$ cat config.mk
export PLATFORM = sky130hd
export DESIGN_NAME = pipelined_addsub
export DESIGN_NICKNAME = d
export VERILOG_FILES = /design/src/rtl/addsub_pkg.sv /design/src/rtl/pipelined_addsub_ripple_chunk.sv /design/src/rtl/pipelined_addsub.sv
export SDC_FILE = /design/constraint.sdc
export NUM_CORES = 1
export LEC_CHECK = 0
export ABC_CLOCK_PERIOD_IN_PS = 2100
export CAP_MARGIN = 15
export CELL_PAD_IN_SITES_DETAIL_PLACEMENT = 1
export CELL_PAD_IN_SITES_GLOBAL_PLACEMENT = 2
export CORE_MARGIN = 5
export CORE_UTILIZATION = 35
export DETAILED_ROUTE_END_ITERATION = 16
export PLACE_DENSITY = 0.77
export SLEW_MARGIN = 25
export SYNTH_ARGS = -nofsm -noshare
export SYNTH_HDL_FRONTEND = slang
export SYNTH_SLANG_ARGS = --single-unit
$ cat constraint.sdc
create_clock -name in_clk -period 2.1 [get_ports in_clk]
set_input_delay 0.42 -clock in_clk [delete_from_list [all_inputs] [get_ports in_clk]]
set_output_delay 0.42 -clock in_clk [all_outputs]
set_load 0.05 [all_outputs]
$ cat src/rtl/addsub_pkg.sv
// Shared definitions for the pipelined adder/subtractor: op-mode encoding and
// the operand/slice width legality check.
package addsub_pkg;

  localparam logic ADD = 1'b0;
  localparam logic SUB = 1'b1;

  function automatic logic width_ok(input int width, input int chunk);
    return (chunk > 0) && (width >= chunk) && ((width % chunk) == 0);
  endfunction

endpackage

$ cat src/rtl/pipelined_addsub_ripple_chunk.sv
// One CHUNK-bit combinational ripple slice; also exposes the carry into its
// top bit so the final slice can form signed overflow.
module ripple_chunk #(
  parameter int W = 4
) (
  input  logic [W-1:0] a,
  input  logic [W-1:0] b,
  input  logic         c_in,
  output logic [W-1:0] sum,
  output logic         c_out,
  output logic         c_msb
);

  always_comb begin
    logic [W:0] cy;
    cy    = '0;
    sum   = '0;
    cy[0] = c_in;
    for (int i = 0; i < W; i++) begin
      sum[i]  = a[i] ^ b[i] ^ cy[i];
      cy[i+1] = (a[i] & b[i]) | (cy[i] & (a[i] ^ b[i]));
    end
    c_out = cy[W];
    c_msb = cy[W-1];
  end

endmodule

$ cat src/rtl/pipelined_addsub.sv
// Pipelined two's-complement adder/subtractor resolving one CHUNK-bit slice per
// stage, with valid/ready handshake and a single global stall.
module pipelined_addsub
  import addsub_pkg::*;
#(
  parameter int WIDTH = 16,
  parameter int CHUNK = 4
) (
  input  logic             in_clk,
  input  logic             in_rst_n,
  input  logic             in_valid,
  output logic             out_ready,
  input  logic [WIDTH-1:0] in_a,
  input  logic [WIDTH-1:0] in_b,
  input  logic             in_c,
  input  logic             in_sub,
  output logic             out_valid,
  input  logic             in_ready,
  output logic [WIDTH-1:0] out_sum,
  output logic             out_c,
  output logic             out_ovf,
  output logic             out_zero
);

  // An illegal WIDTH/CHUNK pair collapses STAGES to 0 and fails elaboration.
  localparam int STAGES  = width_ok(WIDTH, CHUNK) ? WIDTH / CHUNK : 0;
  localparam int OP_BITS = CHUNK * STAGES * (STAGES - 1) / 2;
  localparam int OP_W    = (OP_BITS > 0) ? OP_BITS : 1;
  localparam int SUM_W   = CHUNK * STAGES * (STAGES + 1) / 2;

  // Stage k keeps the not-yet-added operand bits (WIDTH-CHUNK*(k+1)) and the
  // low result bits resolved so far (CHUNK*(k+1)); both are packed flat here.
  function automatic int op_off(input int idx);
    return CHUNK * (idx * (STAGES - 1) - (idx * (idx - 1)) / 2);
  endfunction

  function automatic int sum_off(input int idx);
    return CHUNK * ((idx * (idx + 1)) / 2);
  endfunction

  logic              advance;
  logic [STAGES-1:0] v_q;
  logic [STAGES-1:0] c_q;
  logic [STAGES-1:0] sub_q;
  logic [SUM_W-1:0]  sum_q;
  logic [OP_W-1:0]   a_q;
  logic [OP_W-1:0]   b_q;
  logic              ovf_q;

  assign advance   = !out_valid || in_ready;
  assign out_ready = advance;

  for (genvar k = 0; k < STAGES; k++) begin : g_stage
    localparam int IW      = WIDTH - CHUNK * k;
    localparam int SOFF    = sum_off(k);
    localparam int SOFF_IN = (k > 0) ? sum_off(k - 1) : 0;
    localparam int AOFF    = op_off(k);
    localparam int AOFF_IN = (k > 0) ? op_off(k - 1) : 0;

    logic [IW-1:0]          a_in;
    logic [IW-1:0]          b_in;
    logic                   c_in;
    logic                   sub_in;
    logic                   v_in;
    logic [CHUNK-1:0]       s_slice;
    logic                   c_out;
    logic                   c_msb;
    logic [CHUNK*(k+1)-1:0] sum_next;

    if (k == 0) begin : g_head
      // Subtraction is folded into the operands here: A + ~B + ~borrow_in.
      assign a_in     = in_a;
      assign b_in     = (in_sub == SUB) ? ~in_b : in_b;
      assign c_in     = (in_sub == SUB) ? ~in_c : in_c;
      assign sub_in   = in_sub;
      assign v_in     = in_valid;
      assign sum_next = s_slice;
    end else begin : g_body
      assign a_in     = a_q[AOFF_IN +: IW];
      assign b_in     = b_q[AOFF_IN +: IW];
      assign c_in     = c_q[k-1];
      assign sub_in   = sub_q[k-1];
      assign v_in     = v_q[k-1];
      assign sum_next = {s_slice, sum_q[SOFF_IN +: CHUNK*k]};
    end

    ripple_chunk #(.W(CHUNK)) u_chunk (
      .a     (a_in[CHUNK-1:0]),
      .b     (b_in[CHUNK-1:0]),
      .c_in  (c_in),
      .sum   (s_slice),
      .c_out (c_out),
      .c_msb (c_msb)
    );

    always_ff @(posedge in_clk or negedge in_rst_n) begin
      if (!in_rst_n) begin
        v_q[k]                     <= 1'b0;
        c_q[k]                     <= 1'b0;
        sub_q[k]                   <= ADD;
        sum_q[SOFF +: CHUNK*(k+1)] <= '0;
      end else if (advance) begin
        v_q[k]                     <= v_in;
        c_q[k]                     <= c_out;
        sub_q[k]                   <= sub_in;
        sum_q[SOFF +: CHUNK*(k+1)] <= sum_next;
      end
    end

    if (k < STAGES - 1) begin : g_fwd
      logic c_msb_unused;
      assign c_msb_unused = c_msb;

      always_ff @(posedge in_clk or negedge in_rst_n) begin
        if (!in_rst_n) begin
          a_q[AOFF +: IW-CHUNK] <= '0;
          b_q[AOFF +: IW-CHUNK] <= '0;
        end else if (advance) begin
          a_q[AOFF +: IW-CHUNK] <= a_in[IW-1:CHUNK];
          b_q[AOFF +: IW-CHUNK] <= b_in[IW-1:CHUNK];
        end
      end
    end else begin : g_tail
      // Overflow uses the raw carries, before any borrow inversion.
      always_ff @(posedge in_clk or negedge in_rst_n) begin
        if (!in_rst_n) begin
          ovf_q <= 1'b0;
        end else if (advance) begin
          ovf_q <= c_msb ^ c_out;
        end
      end
    end
  end

  assign out_valid = v_q[STAGES-1];
  assign out_sum   = sum_q[sum_off(STAGES-1) +: WIDTH];
  assign out_c     = c_q[STAGES-1] ^ (sub_q[STAGES-1] == SUB);
  assign out_ovf   = ovf_q;
  assign out_zero  = out_valid && (out_sum == '0);

endmodule

* Word-level counts from Yosys, hierarchy flattened
Index checks and enable logic that the tools add are counted.
** Storage, ports and cells
- Register bits :: 101
- Latch bits :: 0
- Memory bits (writable) :: 0
- Bits in read-only memories :: 0
- Input port bits :: 38
- Memories :: 0
** Operators by class
- Add/sub/neg operators :: 0
- Multipliers :: 0
- Divide/modulo/power cells :: 0
- Magnitude comparators :: 0
- Equality and inequality tests :: 0
- Shifts and indexed selects :: 0
- Mux-type cells :: 2
- Bitwise operators :: 84
- Reductions and logical operators :: 4
** Operators by type and width (number)
- $xor 1x1->1 :: 34
- $and 1x1->1 :: 32
- $logic_not 16->1 :: 1
- $mux 16 :: 1
- $not 16->16 :: 1
- $or 1x1->1 :: 16
- $logic_and 1x1->1 :: 1
- $logic_not 1->1 :: 1
- $logic_or 1x1->1 :: 1
- $mux 1 :: 1
- $not 1->1 :: 1

* Logic depth before layout (Yosys ltp)
- Word-level depth :: 11
- Mapped depth :: 11
- Mapped depth without buffers :: 9

* By module
A second synthesis with hierarchy kept.
** Unflattened totals
- Cells, all modules :: 304
- Area, all modules :: 4471.8 sq um
** By module, submodules not included
- pipelined_addsub :: times used 1, cells an instance 256, area an instance 4031.4 sq um, sequential area each 2527.4 sq um
- ripple_chunk :: times used 4, cells an instance 12, area an instance 110.1 sq um, sequential area each 0.0 sq um

* Least setup slack after synthesis
OpenSTA, ideal clock, no wires.
- Path kind :: register to output
- From :: reg v_q[3], in the netlist out_valid
- To :: out out_zero
- Arrival time :: 2.508 ns
- Setup slack :: -0.828 ns
- Stages on the path, launching flop included :: 4
- Buffers on the path :: 0
- Cell sequence :: dfrtp_1 nor4b_1 nand4_1 nor4_1
** Between the ends
- Longest elaborated chain between the ends :: 1
** Ends and longest elaborated chain
- from (decl) :: RTL line pipelined_addsub.sv:42 : logic [STAGES-1:0] v_q;
- from (signal, indexed assignment) :: RTL line pipelined_addsub.sv:103 : v_q[k] <= v_in;
- $logic_and 1x1->1 :: RTL line pipelined_addsub.sv:139 : assign out_zero = out_valid && (out_sum == '0);
- to (decl) :: RTL line pipelined_addsub.sv:22 : output logic out_zero
No other way between the ends.

* Final worst setup path
- From :: reg c_q[2], in the netlist g_stage[3].c_in
- To :: reg sum_q[39], in the netlist out_sum[15]
** Between the ends
- Longest elaborated chain between the ends :: 7
** Ends and longest elaborated chain
- from (decl) :: RTL line pipelined_addsub.sv:43 : logic [STAGES-1:0] c_q;
- from (signal, indexed assignment) :: RTL line pipelined_addsub.sv:104 : c_q[k] <= c_out;
- $and 1x1->1 :: RTL line pipelined_addsub_ripple_chunk.sv:21 : cy[i+1] = (a[i] & b[i]) | (cy[i] & (a[i] ^ b[i]));
- $or 1x1->1 :: RTL line pipelined_addsub_ripple_chunk.sv:21
- $and 1x1->1 :: RTL line pipelined_addsub_ripple_chunk.sv:21
- $or 1x1->1 :: RTL line pipelined_addsub_ripple_chunk.sv:21
- $and 1x1->1 :: RTL line pipelined_addsub_ripple_chunk.sv:21
- $or 1x1->1 :: RTL line pipelined_addsub_ripple_chunk.sv:21
- $xor 1x1->1 :: RTL line pipelined_addsub_ripple_chunk.sv:20 : sum[i] = a[i] ^ b[i] ^ cy[i];
- to (signal, indexed assignment) :: RTL line pipelined_addsub.sv:106 : sum_q[SOFF +: CHUNK*(k+1)] <= sum_next;
- to (decl) :: RTL line pipelined_addsub.sv:45 : logic [SUM_W-1:0] sum_q;
No other way between the ends.
A chain may end at the register's enable or synchronous reset.

==> results.toml <==
[outcome]
status = "finished, violations left"
violations = "setup timing"

[clock_network]
cts_buffer_depth = 2
cts_hold_buffers = 0
clk_latency_ns = 0.35
cts_made_buffers = 9
clkTransAtPathRegs_ns = 0.07
cts.htree.levels = 3
cts_sinks = 101
root_buffer = "clkbuf_16"
cts_tree = "done"

[logic_synthesis]
avgSynthCellArea_um2 = 14.6
synth_flop_cell = "dfrtp_1"
synthArstFlopShare = 1.00
synth_fp_nets = 375
ys_seq_elements = 101
seq_area_frac_synth = 0.539
synth_edf_count = 0
yosysWarnings = 0
synth_cells = 321
synth_area_um2 = 4690
yosys.area.top_type = "dfrtp_1"
synth_cell_type_count = 21
post-synth-top-area-fraction = 0.539
yosys-top-cells-area = "dfrtp_1 (54%), mux2_4 (21%), fa_1 (6.8%)"

[grt]
grt_usage = 0.119
grt_max_degree = 50
use_met2 = 0.187
antenna_found_initial = 0
top_usage_layer = "met2"
grt_pass1_wl_um = 15200
grt_pass1_vias = 2847
grtUsageMet1 = 0.158
use_met3 = 0.0326
grt-ovfl-total = 0

[floorplanning]
core_area_um2 = 13200
start_util = 0.356
dieArea_um2 = 15800
rows = 42
ios = 59
die_w_um = 126
fp.dieH_um = 126

[final_layout]
final_nets = 444
syn_to_final_growth_pct = 25.2
mostFrequentLayoutCell = "dfrtp_1"
fin_area_um2 = 5870
final_cell_mix = "dfrtp_1 (101), mux2_4 (66), clkdlybuf4s50_1 (48), nor2_1 (23), a21oi_1 (20)"
drive_gt1_frac = 0.354
final_util = 0.445
multi_input_area_um2 = 1960
n_fill_cell = 1343
insertedDiodeCount = 0
regArea_um2 = 2530

[critical_path]
worstSetupStartpointType = "flop"
critPathKind = "flop to flop"
endpoint_kind = "flop"
arrival_ns = 2.44
r2r_cells = 8
crit_fanout = 2
cp.required_ns = 2.38

[detailed_routing]
drtIter0Drc = 96
wire_per_inst_um = 15.6
dr.pass1.iters = 2
routed_wl_um = 8900
viasPerCell = 4.38
drc = 0
ant_nets = 0
vias = 2500

[place]
port_buffers = 58
post-dp-hpwl_um = 6300
place_area_um2 = 5470
preCtsSetupSlack_ns = -0.904
routabilityCongestion = 0.775

[power]
p_leak_nw = 2.68
seq_power_share = 0.370
power.total_mw = 9.36
pwr-share-comb = 0.457
switchingPower_mw = 3.46
ir_drop_mv = 0.599
swShare = 0.370
power_frac_clock = 0.174
intPower_mw = 5.89
power_density_nw_per_um2 = 1590

[job]
maxCapViolations = 0

[sta]
rsz0062_at_grt = "yes"
finClkSkew_ns = 0.00696
relSlewSlack = 0.650
fin_ws_ns = -0.0570
worst_pin_slew_ns = 0.524
fin_crit_ns = 2.16
period_share = 1.03
setup_violations = 3
slew_violations = 0
fmax_mhz = 464
hold_violations = 0
holdWs_ns = 0.0353

[worst_hold_path]
hold_class = "primary input to async pin"
## final timing paths
check                              startpoint                     end  slack (ns)
hold / removal                       in_rst_n      g_stage[1].a_in[8]        0.04
hold reg to reg            g_stage[1].b_in[7]      g_stage[2].b_in[3]        0.51
max in group asynchronous            in_rst_n  g_stage[2].sum_next[5]        1.35
setup / recovery              g_stage[3].c_in             out_sum[15]       -0.06
min in group in_clk        g_stage[1].b_in[7]      g_stage[2].b_in[3]        0.51
setup reg to reg              g_stage[3].c_in             out_sum[15]       -0.06
## state kept, by name, indices dropped and copies added (netlist names)
name,cells
c_q,1
g_stage.a_in,24
g_stage.b_in,24
g_stage.c_in,3
g_stage.sub_in,3
g_stage.sum_next,24
g_stage.v_in,3
out_ovf,1
out_sum,16
out_valid,1
sub_q,1
## per-layer routing
metal / up-vias / wire length, um
met5: - / 0
met4: 0 / 171
met3: 13 / 342
met2: 45 / 4230
met1: 1254 / 4160
li1: 1188 / -
## cell type report
| cell class | instances | area share |
|---|---|---|
| clock inverters | 7 | 0.0111 |
| flip-flops and latches | 101 | 0.430 |
| repair buffers | 75 | 0.133 |
| inverters | 26 | 0.0166 |
| well taps | 176 | 0.0375 |
| multi-input cells | 177 | 0.333 |
| clock buffers | 9 | 0.0383 |
## metrics by stage
step,std cells,setup TNS [ns]
2_1_floorplan,321,-1.17
3_3_place_gp,553,-2.44
3_5_place_dp,553,-2.68
4_1_cts,570,-0.376
5_1_grt,571,-0.658
6_report,571,-0.138
## power by group through the flow
stage | clock network [mW] | logic [mW] | registers, mW
floorplan | 0 | 2.50 | 3.90
global placement | 0 | 3.97 | 3.42
detailed placement | 0 | 4.09 | 3.47
CTS | 1.67 | 4.19 | 3.47
global route | 1.76 | 4.61 | 3.60
finish | 1.62 | 4.28 | 3.46
## repair_timing
item | 4_1_cts | 5_1_grt
buffers inserted | 1 | 2
pin swaps | 12 | 17
setup endpoints to repair | 9 | 8
resized for setup | 28 | 21
## worst max-delay path: stages (launching register included)
cell and delay [ns]:
dfrtp_1 0.41, fa_2 0.39, inv_2 0.06, fa_2 0.19
inv_2 0.04, fa_2 0.37, inv_2 0.07, fa_2 0.43
a21oi_2 0.14
## cell usage after synthesis, types with 2 or more instances
master,n
xnor2_1,13
xor2_1,6
nand2_1,12
mux2_4,66
nor2_1,23
buf_4,2
dfrtp_1,101
nor4_1,3
buf_6,4
inv_1,26
buf_12,8
a21oi_1,22
fa_1,16
o21ai_0,5
o21ai_1,7
buf_2,2
## logic make-up (layout without fill, tap and decap cells)
kind of cell	Yosys count	count (layout)	synth area share
simple gates	42	42	0.0395
buf+inv	43	117	0.0707
compound gates	34	34	0.0363
fa+ha+maj	16	16	0.0683
mux	66	66	0.211
xor+xnor	19	19	0.0355
flops	101	101	0.539
Note: power is estimated with default switching activity, not from simulation.
